<file path="config.mk">
export PLATFORM = sky130hd
export DESIGN_NAME = pipe_skid_latch
export DESIGN_NICKNAME = d
export VERILOG_FILES = /design/src/rtl/pipe_skid_latch.sv
export SDC_FILE = /design/constraint.sdc
export NUM_CORES = 1
export LEC_CHECK = 0
export CAP_MARGIN = 10
export CORE_MARGIN = 1.5
export CORE_UTILIZATION = 47
export DETAILED_ROUTE_END_ITERATION = 7
export HOLD_SLACK_MARGIN = 0.02
export MAX_ROUTING_LAYER = met4
export PLACE_DENSITY = 0.78
export SLEW_MARGIN = 20
export SYNTH_ARGS = -nofsm -noshare
export SYNTH_HDL_FRONTEND = slang
export SYNTH_SLANG_ARGS = --single-unit
</file>
<file path="constraint.sdc">
create_clock -name clk -period 3.61 [get_ports clk]
set_input_delay 0.9025 -clock clk [delete_from_list [all_inputs] [get_ports clk]]
set_output_delay 0.9025 -clock clk [all_outputs]
set_load 0.05 [all_outputs]
</file>
<file path="src/rtl/pipe_skid_latch.sv">
// Two-entry pipeline latch with a skid register: in_ready comes from registered
// state only, so upstream never sees a combinational path from out_ready.
module pipe_skid_latch #(
    parameter int INSTR_W    = 12,
    parameter int ISET_W     = 4,
    parameter int PC_W       = 12,
    parameter int RESET_ISET = 0
) (
    input  logic               clk,
    input  logic               rst,
    input  logic               flush,
    input  logic               in_valid,
    output logic               in_ready,
    input  logic [INSTR_W-1:0] instr_in,
    input  logic [ISET_W-1:0]  iset_in,
    input  logic [PC_W-1:0]    pc_in,
    output logic               out_valid,
    input  logic               out_ready,
    output logic [INSTR_W-1:0] instr_out,
    output logic [ISET_W-1:0]  iset_out,
    output logic [PC_W-1:0]    pc_out,
    output logic [1:0]         occupancy
);

    // Encoding equals the number of held entries, so occupancy is the state itself.
    typedef enum logic [1:0] {
        EMPTY = 2'd0,
        ONE   = 2'd1,
        FULL  = 2'd2
    } state_t;

    state_t             state_r;
    state_t             state_nxt_s;
    logic               in_ready_r;
    logic               out_valid_r;
    logic               accept_s;
    logic               drain_s;
    logic               load_main_in_s;
    logic               load_main_skid_s;
    logic               load_skid_s;

    logic [INSTR_W-1:0] main_instr_r;
    logic [ISET_W-1:0]  main_iset_r;
    logic [PC_W-1:0]    main_pc_r;
    logic [INSTR_W-1:0] skid_instr_r;
    logic [ISET_W-1:0]  skid_iset_r;
    logic [PC_W-1:0]    skid_pc_r;

    assign accept_s  = in_valid && in_ready_r;
    assign drain_s   = out_valid_r && out_ready;

    assign in_ready  = in_ready_r;
    assign out_valid = out_valid_r;
    assign occupancy = state_r;
    assign instr_out = main_instr_r;
    assign iset_out  = main_iset_r;
    assign pc_out    = main_pc_r;

    // Next-state and payload-steering decisions; flush wins over accept/drain.
    always_comb begin
        state_nxt_s      = state_r;
        load_main_in_s   = 1'b0;
        load_main_skid_s = 1'b0;
        load_skid_s      = 1'b0;
        if (flush) begin
            state_nxt_s = EMPTY;
        end else begin
            case (state_r)
                EMPTY: begin
                    if (accept_s) begin
                        state_nxt_s    = ONE;
                        load_main_in_s = 1'b1;
                    end else begin
                        state_nxt_s = EMPTY;
                    end
                end
                ONE: begin
                    if (accept_s && drain_s) begin
                        state_nxt_s    = ONE;
                        load_main_in_s = 1'b1;
                    end else if (accept_s) begin
                        state_nxt_s = FULL;
                        load_skid_s = 1'b1;
                    end else if (drain_s) begin
                        state_nxt_s = EMPTY;
                    end else begin
                        state_nxt_s = ONE;
                    end
                end
                FULL: begin
                    if (drain_s) begin
                        state_nxt_s      = ONE;
                        load_main_skid_s = 1'b1;
                    end else begin
                        state_nxt_s = FULL;
                    end
                end
                default: begin
                    state_nxt_s = EMPTY;
                end
            endcase
        end
    end

    // State register plus the handshake outputs derived from the next state.
    always_ff @(posedge clk or posedge rst) begin
        if (rst) begin
            state_r     <= EMPTY;
            in_ready_r  <= 1'b1;
            out_valid_r <= 1'b0;
        end else begin
            state_r     <= state_nxt_s;
            in_ready_r  <= (state_nxt_s != FULL);
            out_valid_r <= (state_nxt_s != EMPTY);
        end
    end

    // Main payload: flush turns the presented instruction into a NOP, iset/pc hold.
    always_ff @(posedge clk or posedge rst) begin
        if (rst) begin
            main_instr_r <= '0;
            main_iset_r  <= ISET_W'(RESET_ISET);
            main_pc_r    <= '0;
        end else if (flush) begin
            main_instr_r <= '0;
            main_iset_r  <= main_iset_r;
            main_pc_r    <= main_pc_r;
        end else if (load_main_in_s) begin
            main_instr_r <= instr_in;
            main_iset_r  <= iset_in;
            main_pc_r    <= pc_in;
        end else if (load_main_skid_s) begin
            main_instr_r <= skid_instr_r;
            main_iset_r  <= skid_iset_r;
            main_pc_r    <= skid_pc_r;
        end else begin
            main_instr_r <= main_instr_r;
            main_iset_r  <= main_iset_r;
            main_pc_r    <= main_pc_r;
        end
    end

    // Skid payload: captured only when the main entry is stalled and a second arrives.
    always_ff @(posedge clk or posedge rst) begin
        if (rst) begin
            skid_instr_r <= '0;
            skid_iset_r  <= '0;
            skid_pc_r    <= '0;
        end else if (load_skid_s) begin
            skid_instr_r <= instr_in;
            skid_iset_r  <= iset_in;
            skid_pc_r    <= pc_in;
        end else begin
            skid_instr_r <= skid_instr_r;
            skid_iset_r  <= skid_iset_r;
            skid_pc_r    <= skid_pc_r;
        end
    end

endmodule

</file>
==> Word-level counts from Yosys, hierarchy flattened <==
Index checks and enable logic that the tools add are counted.
{ "classes": {"reduce_logical": 8, "bitwise_logic": 1, "n_eq_ne": 3, "muxes": 24} }
{ "op_table": {"columns": ["operator", "count"], "rows": [
  ["12-bit 2-to-1 mux", 5],
  ["1-bit 2-to-1 mux", 11],
  ["2-bit 2-to-1 mux", 4],
  ["4-bit 2-to-1 mux", 2],
  ["2-bit one-hot mux with 3 select lines", 1],
  ["2-bit nonzero test", 2],
  ["1-bit logical AND", 3],
  ["3-bit nonzero test", 1],
  ["2-bit by 1-bit equality test with 1-bit output (second input constant)", 1],
  ["2-bit equality test (second input constant)", 1],
  ["2-bit zero test", 1],
  ["2-bit inequality test (second input constant)", 1],
  ["1-bit one-hot mux with 2 select lines", 1],
  ["2-bit AND reduction", 1],
  ["1-bit NOT", 1]
]} }
{ "word_totals": {"inputBits": 33, "elab_cells": 45, "reg_bits": 60, "out_inout_bits": 32} }

==> Logic depth before layout (Yosys ltp) <==
Gate-level depths: netlist (run 1).
{ "depth": {"word_depth": 7, "ltp_mapped": 7, "depth_no_buf": 6} }

==> Worst setup path after synthesis (run 1) <==
Ideal clock, no wire load.
{ "synth_timing": {"path_kind": "input-to-reg", "start": "input in_valid", "end": "register skid_instr_r[0]", "required_ns": 3.485, "n_path_buf": 1, "setup_ns": 0.125, "t_arrival_ns": 2.076, "cell_stages": 6, "slack_ns": 1.409, "cell_sequence": "and2_1 ha_1 nand3b_1 nor2_4 buf_4 mux2_2"} }
{ "synth_via": {"elab_chain_len": 5, "word_cells_on_any_way": 6, "cone_classes": "4 x mux; 2 x reduce/logical"} }
{ "synth_rtl": {"columns": ["item", "line_no", "source"], "rows": [
  ["start, declared", "12", "input logic in_valid,"],
  ["1-bit logical AND *", "49", "assign accept_s = in_valid && in_ready_r;"],
  ["1-bit 2-to-1 mux or 1-bit logical AND (tied branches)", "81, 78", null],
  ["1-bit 2-to-1 mux *", "78", "if (accept_s && drain_s) begin"],
  ["1-bit 2-to-1 mux *", "68", "case (state_r)"],
  ["1-bit 2-to-1 mux *", "65", "if (flush) begin"],
  ["end signal, assigned", "150", "skid_instr_r <= instr_in;"],
  ["end signal, assigned", "154", "skid_instr_r <= skid_instr_r;"],
  ["end, declared", "45", "logic [INSTR_W-1:0] skid_instr_r;"]
]} }
Every way passes the cells marked *; elsewhere a longest branch is shown, timed or not.
A chain may end at the register's enable or synchronous reset.

==> Worst setup path after layout (run 1) <==
{ "layout_timing": {"start": "register state_r[1] (netlist: occupancy[1])", "end": "output occupancy[1]"} }
{ "layout_lines": {"columns": ["item", "line_no", "source"], "rows": [
  ["start, declared", "32", "state_t state_r;"],
  ["start signal, assigned", "112", "state_r <= state_nxt_s;"],
  ["end, declared", "22", "output logic [1:0] occupancy"]
]} }
No word-level cell between the ends.

==> flow_metrics.env, run 1 <==
export IMPL_async_flop_share=1.00
export IMPL_yosysWarnings=0
export IMPL_routed_via_count=1914
export IMPL_drive_gt1_frac=0.224
export IMPL_port_buffers=64
export IMPL_synth_area_sq_mm=0.00265
export IMPL_viasPerCell=5.63
export IMPL_setup_viol=0
export IMPL_path_buf_inv=1
export IMPL_gpl_final_weighted_congestion=0.831
export IMPL_die_x_um=78.1
export IMPL_cts_num_sinks=60
export IMPL_slowest_delay_ns=0.96
export IMPL_setup_tns_ns=0
export IMPL_grt_max_degree=49
export IMPL_synth_edff_count=0
export IMPL_synth_distinct_cells=31
export IMPL_core_area_sq_mm=0.00547
export IMPL_timing_rr_end="pc_out[2]$_DFFE_PP0P_"
export IMPL_fmax_mhz=333
export IMPL_drt_wl_total_um=5720
export IMPL_diodes=0
export IMPL_synth_common_cells="dfrtp_1 (59), mux2_2 (28), and3_1 (16)"
export IMPL_cts_buffer_depth=2
export IMPL_crit_path_cell_trace="clkdlybuf4s50_1"
export IMPL_cp_endpoint="occupancy[1]"
export IMPL_fin_cells=340
export IMPL_peakVddDrop_mv=0.374
export IMPL_r2r_start="occupancy[1]$_DFF_PP0_"
export IMPL_cts_hold_buffers=0
export IMPL_slew_headroom=0.427
export IMPL_dr_pass1_iters=4
export IMPL_syn_avg_cell_area_sq_um=13.5
export IMPL_synth_area_leaders="dfrtp_1 (56%), mux2_2 (12%), mux2i_1 (4.5%), a221oi_1 (4.0%), a221o_1 (3.8%)"
export IMPL_cp_top_family="buffers and inverters"
export IMPL_startpoint="occupancy[1]$_DFF_PP0_"
export IMPL_status="finished clean"
export IMPL_wl_per_cell_um=16.8
export IMPL_cts_root_buf="clkbuf_8"
export IMPL_syn_num_nets=232
export IMPL_crit_type="reg -> out"
export IMPL_cts_tree="done"
export IMPL_seq_area_frac_synth=0.567
export IMPL_synth_top_area_share=0.557
export IMPL_grt_pass1_wl_um=9460
export IMPL_grt_antenna_before_repair=0
export IMPL_clkSlewWorstSetupHoldPaths_ns=0.06
export IMPL_ant_nets=0
export IMPL_start_util=0.485
export IMPL_io_pins=65
export IMPL_hpwlAfterDp_um=3780
export IMPL_worstSetupPathDepth=1
export IMPL_insertion_delay_ns=0.34
export IMPL_p_per_area_mw_per_mm2=627
export IMPL_htree_levels=3
export IMPL_critical_path_endpoint_type="primary output"
export IMPL_post_cts_resized=0
export IMPL_critPathRequiredTime_ns=2.71
export IMPL_synthToLayoutAreaGrowth_pct=33.1
export IMPL_synth_seq_cells=60
export IMPL_rsz0062_at_grt="false"
export IMPL_synth_top_area_cell="dfrtp_1"
export IMPL_grt_pass1_vias=1897
export IMPL_arrival_ns=2.10
export IMPL_grt_ovfl_total=0
export IMPL_p_leak_nw=1.61
export IMPL_die_h_um=78.1
export IMPL_cp_slowest_cell="clkdlybuf4s50_1"
export IMPL_num_rows=27
export IMPL_yosysMostFrequentCell="dfrtp_1"
export IMPL_startpoint_type="flip-flop"
export IMPL_drt_first_iter_violations=116
export IMPL_nNetsFinal=299
export IMPL_postSynthCellCount=197
export IMPL_crit_fanout=21
export IMPL_drc_errors=0
export IMPL_synthFlopType="dfrtp_1"
export IMPL_post_cts_setup_buffer_count=0
export IMPL_min_path_type="reg -> reg"
export IMPL_worst_slew_pin_slew_ns=0.857
export IMPL_track_usage=0.211
export IMPL_dpl_cell_count=325
export IMPL_maxSlewViolCount=0
export IMPL_r2r_cells=3
export IMPL_clock_skew_ns=0.00564
export IMPL_cap_violations=0
export IMPL_finalHoldViolations=0
export IMPL_die_area_sq_mm=0.00610
export IMPL_period_share=0.831
export IMPL_reg2reg_setup_slack_ns=1.22
export IMPL_cts_buffers=9
export IMPL_layout_min_cycle_time_ns=3.00
-- through the flow --
step	hold slack (ns)	cell area (sq um)	power [mW]	utilization	setup slack, ns
2_1_floorplan	0.472	2650	1.43	-	1.22
3_3_place_gp	0.480	3330	1.64	0.609	0.530
4_1_cts	0.502	3520	2.23	0.644	0.611
6_report	0.498	3530	2.21	0.645	0.609
5_1_grt	0.515	3530	2.33	0.645	0.481
3_5_place_dp	0.488	3330	1.66	0.609	0.458
-- layout make-up --
type / instances / area (sq um)
fillers: 455 / 1940
flip-flops and latches: 60 / 1500
multi-input cells: 120 / 1050
well taps: 72 / 90.1
clock buffers: 14 / 183
inverters: 3 / 12.5
clock inverters: 1 / 5.00
repair buffers: 70 / 686
-- cell usage in the layout (no fill, tap or decap) --
master	synthesis	final
a221o_1	10	10
and3_1	16	16
clkbuf_8	0	13
clkinv_2	0	2
nor2_4	1	1
inv_1	3	2
o21ai_0	1	1
dfrtp_1	59	59
a211oi_4	0	1
nor2_1	13	13
a221oi_1	12	12
buf_4	4	6
a21o_1	1	1
nand3_1	1	1
and4bb_2	1	1
and4b_1	1	1
mux2_2	28	28
nand4b_1	1	1
and2_1	2	2
a221o_2	6	6
and3b_1	1	1
nand2b_1	1	1
dfstp_2	1	1
mux2i_1	12	12
clkdlybuf4s50_1	0	64
clkbuf_1	4	1
nand2_1	4	4
ha_1	2	2
nand3b_1	2	2
a31oi_1	1	1
o31ai_4	1	1
a21oi_1	1	1
-- kinds of logic (layout without fill, tap and decap cells) --
logic type,Yosys count,after routing,synth area share
and+or+nand+nor,44,44,0.0958
buffers and inverters,17,88,0.0396
AOI/OAI and AO/OA,34,34,0.125
DFF,60,60,0.567
adders and majority gates,2,2,0.00943
muxes,40,40,0.164
-- power breakdown --
part	switching (mW)	total [mW]	internal [mW]
logic	0.377	0.684	0.307
clock network	0.242	0.561	0.319
registers	0.102	0.968	0.866
-- routing by layer --
layer | vias up | part of all wire | track usage
met5 | - | 0 | -
met4 | 0 | 0.0073 | 0.0589
met3 | 5 | 0.074 | 0.0860
met2 | 66 | 0.46 | 0.309
met1 | 961 | 0.46 | 0.274
li1 | 882 | - | -
-- flip-flops by register name, indices dropped and copies added (netlist names) --
register	cells
iset_out	4
skid_instr_r	12
out_valid	1
skid_pc_r	12
occupancy	2
in_ready	1
instr_out	12
pc_out	12
skid_iset_r	4
-- worst reg2reg max path: cells and delay by family, from the launching register on --
family | cells | cell delay, ns
compound gates | 2 | 0.67
flops | 1 | 0.80
simple gates | 1 | 0.81
-- how the worst min path moves through the flow --
stage                     cells after the start                         end  slack, ns                        from
after CTS                                     1    skid_pc_r[0]$_DFFE_PP0P_       0.50    skid_pc_r[0]$_DFFE_PP0P_
final                                         1    skid_pc_r[0]$_DFFE_PP0P_       0.50    skid_pc_r[0]$_DFFE_PP0P_
after floorplan                               1  skid_iset_r[0]$_DFFE_PP0P_       0.47  skid_iset_r[0]$_DFFE_PP0P_
after detailed placement                      1    skid_pc_r[0]$_DFFE_PP0P_       0.49    skid_pc_r[0]$_DFFE_PP0P_
after global placement                        1    skid_pc_r[0]$_DFFE_PP0P_       0.48    skid_pc_r[0]$_DFFE_PP0P_
after global routing                          1    skid_pc_r[3]$_DFFE_PP0P_       0.52    skid_pc_r[3]$_DFFE_PP0P_
Note: power is estimated with default switching activity, not from simulation.
==> run 2, diff against run 1 <==
- CORE_UTILIZATION: 47 -> 44
- PLACE_DENSITY: 0.78 -> 0.76
- clock period: 3.61 -> 2.6 ns (I/O delays scaled with it)
==> flow_metrics.env, run 2 (synthesis results as in run 1) <==
export IMPL_status="finished clean"
export IMPL_wl_per_cell_um=16.7
export IMPL_clock_skew_ns=0.00572
export IMPL_start_util=0.451
export IMPL_drt_first_iter_violations=94
export IMPL_p_per_area_mw_per_mm2=841
export IMPL_diodes=0
export IMPL_nNetsFinal=309
export IMPL_rsz0062_at_grt="false"
export IMPL_num_rows=28
export IMPL_setup_tns_ns=0
export IMPL_cts_root_buf="clkbuf_8"
export IMPL_slew_headroom=0.416
export IMPL_die_area_sq_mm=0.00650
export IMPL_cap_violations=0
export IMPL_peakVddDrop_mv=0.516
export IMPL_crit_type="in -> reg"
export IMPL_grt_pass1_wl_um=9720
export IMPL_cts_buffers=9
export IMPL_cts_hold_buffers=0
export IMPL_min_path_type="reg -> reg"
export IMPL_critical_path_endpoint_type="flip-flop"
export IMPL_htree_levels=3
export IMPL_reg2reg_setup_slack_ns=0.57
export IMPL_fin_cells=353
export IMPL_grt_ovfl_total=0
export IMPL_clkSlewWorstSetupHoldPaths_ns=0.06
export IMPL_layout_min_cycle_time_ns=2.40
export IMPL_setup_viol=0
export IMPL_routed_via_count=1917
export IMPL_die_h_um=80.6
export IMPL_grt_pass1_vias=1976
export IMPL_drive_gt1_frac=0.252
export IMPL_placed_area_sq_mm=0.00344
export IMPL_critPathRequiredTime_ns=2.76
export IMPL_die_x_um=80.6
export IMPL_cts_buffer_depth=2
export IMPL_mostFrequentLayoutCell="clkdlybuf4s50_1"
export IMPL_hpwlAfterDp_um=4110
export IMPL_drt_wl_total_um=5890
export IMPL_startpoint_type="input port"
export IMPL_dr_pass1_iters=4
export IMPL_port_buffers=64
export IMPL_period_share=0.923
export IMPL_crit_fanout=12
export IMPL_track_usage=0.210
export IMPL_postLayoutCellArea_sq_mm=0.00361
export IMPL_worst_slew_pin_slew_ns=0.872
export IMPL_insertion_delay_ns=0.33
export IMPL_cts_tree="done"
export IMPL_dpl_cell_count=338
export IMPL_arrival_ns=2.55
export IMPL_cts_num_sinks=60
export IMPL_viasPerCell=5.43
export IMPL_post_cts_setup_buffer_count=0
export IMPL_grt_max_degree=30
export IMPL_ant_nets=0
export IMPL_final_cell_mix="clkdlybuf4s50_1 (63), dfrtp_1 (59), mux2_2 (28), and3_1 (16), buf_4 (15)"
export IMPL_maxSlewViolCount=0
export IMPL_pre_cts_ws_ns=-0.234
export IMPL_p_leak_nw=1.66
export IMPL_power_mw=3.04
export IMPL_fmax_mhz=417
export IMPL_gpl_final_weighted_congestion=0.832
export IMPL_drc_errors=0
export IMPL_finalHoldViolations=0
export IMPL_final_util=0.614
export IMPL_setup_ws_ns=0.201
export IMPL_core_area_sq_mm=0.00589
export IMPL_grt_antenna_before_repair=0
export IMPL_hold_slack_ns=0.496
export IMPL_synthToLayoutAreaGrowth_pct=36.2
export IMPL_io_pins=65
==> run 2: changes by cell type in the layout (fill, tap and decap cells not counted), sizes merged <==
| cell | previous run | this run |
|---|---|---|
| buf | 6 | 17 |
| clkbuf | 14 | 13 |
| clkdlybuf4s50 | 64 | 63 |
| inv | 2 | 3 |
==> run 2: path summary, 6_finish.rpt <==
path,start,endpoint,cells past startpoint
worst max-delay path,in_valid,instr_out[11]$_DFFE_PP0P_,6
worst min-delay path,skid_iset_r[3]$_DFFE_PP0P_,skid_iset_r[3]$_DFFE_PP0P_,1
worst max register to register,occupancy[1]$_DFF_PP0_,instr_out[11]$_DFFE_PP0P_,3
worst min register to register,skid_iset_r[3]$_DFFE_PP0P_,skid_iset_r[3]$_DFFE_PP0P_,1
max in group asynchronous,rst,instr_out[7]$_DFFE_PP0P_,3
min in group asynchronous,rst,out_valid$_DFF_PP0_,2
==> run 2: final cells by class <==
cell class | count | area (sq um)
Fill cell | 479 | 2270
Timing Repair Buffer | 80 | 783
Sequential cell | 60 | 1500
Clock buffer | 13 | 159
Clock inverter | 2 | 10.0
Inverter | 3 | 11.3
Multi-Input combinational cell | 120 | 1050
Tap cell | 75 | 93.8
==> run 2: critical path: stages <==
cell,delay (ns)
clkdlybuf4s50_1,0.45
and2_1,0.20
ha_1,0.20
and3b_1,0.18
nor2_1,0.66
a221oi_1,0.22
==> run 2: per-layer routing <==
layer  track usage  vias to the layer above  share of wire
met3        0.0648                        7          0.070
li1              -                      906              -
met2         0.350                       72           0.49
met1         0.240                      932           0.43
met4        0.0672                        0          0.012
met5             -                        -              0
==> run 2: what timing repair did <==
action | 4_1_cts | 5_1_grt
endpoints found under the hold margin | 0 | 0
setup endpoints to repair | 0 | 16
resized for setup | 0 | 1
==> run 2: power by group <==
part           leakage (nW)  internal (mW)  switching [mW]
clock network        0.0893          0.390           0.339
registers             0.746           1.20           0.139
logic                 0.827          0.439           0.530
total                  1.66           2.03            1.01
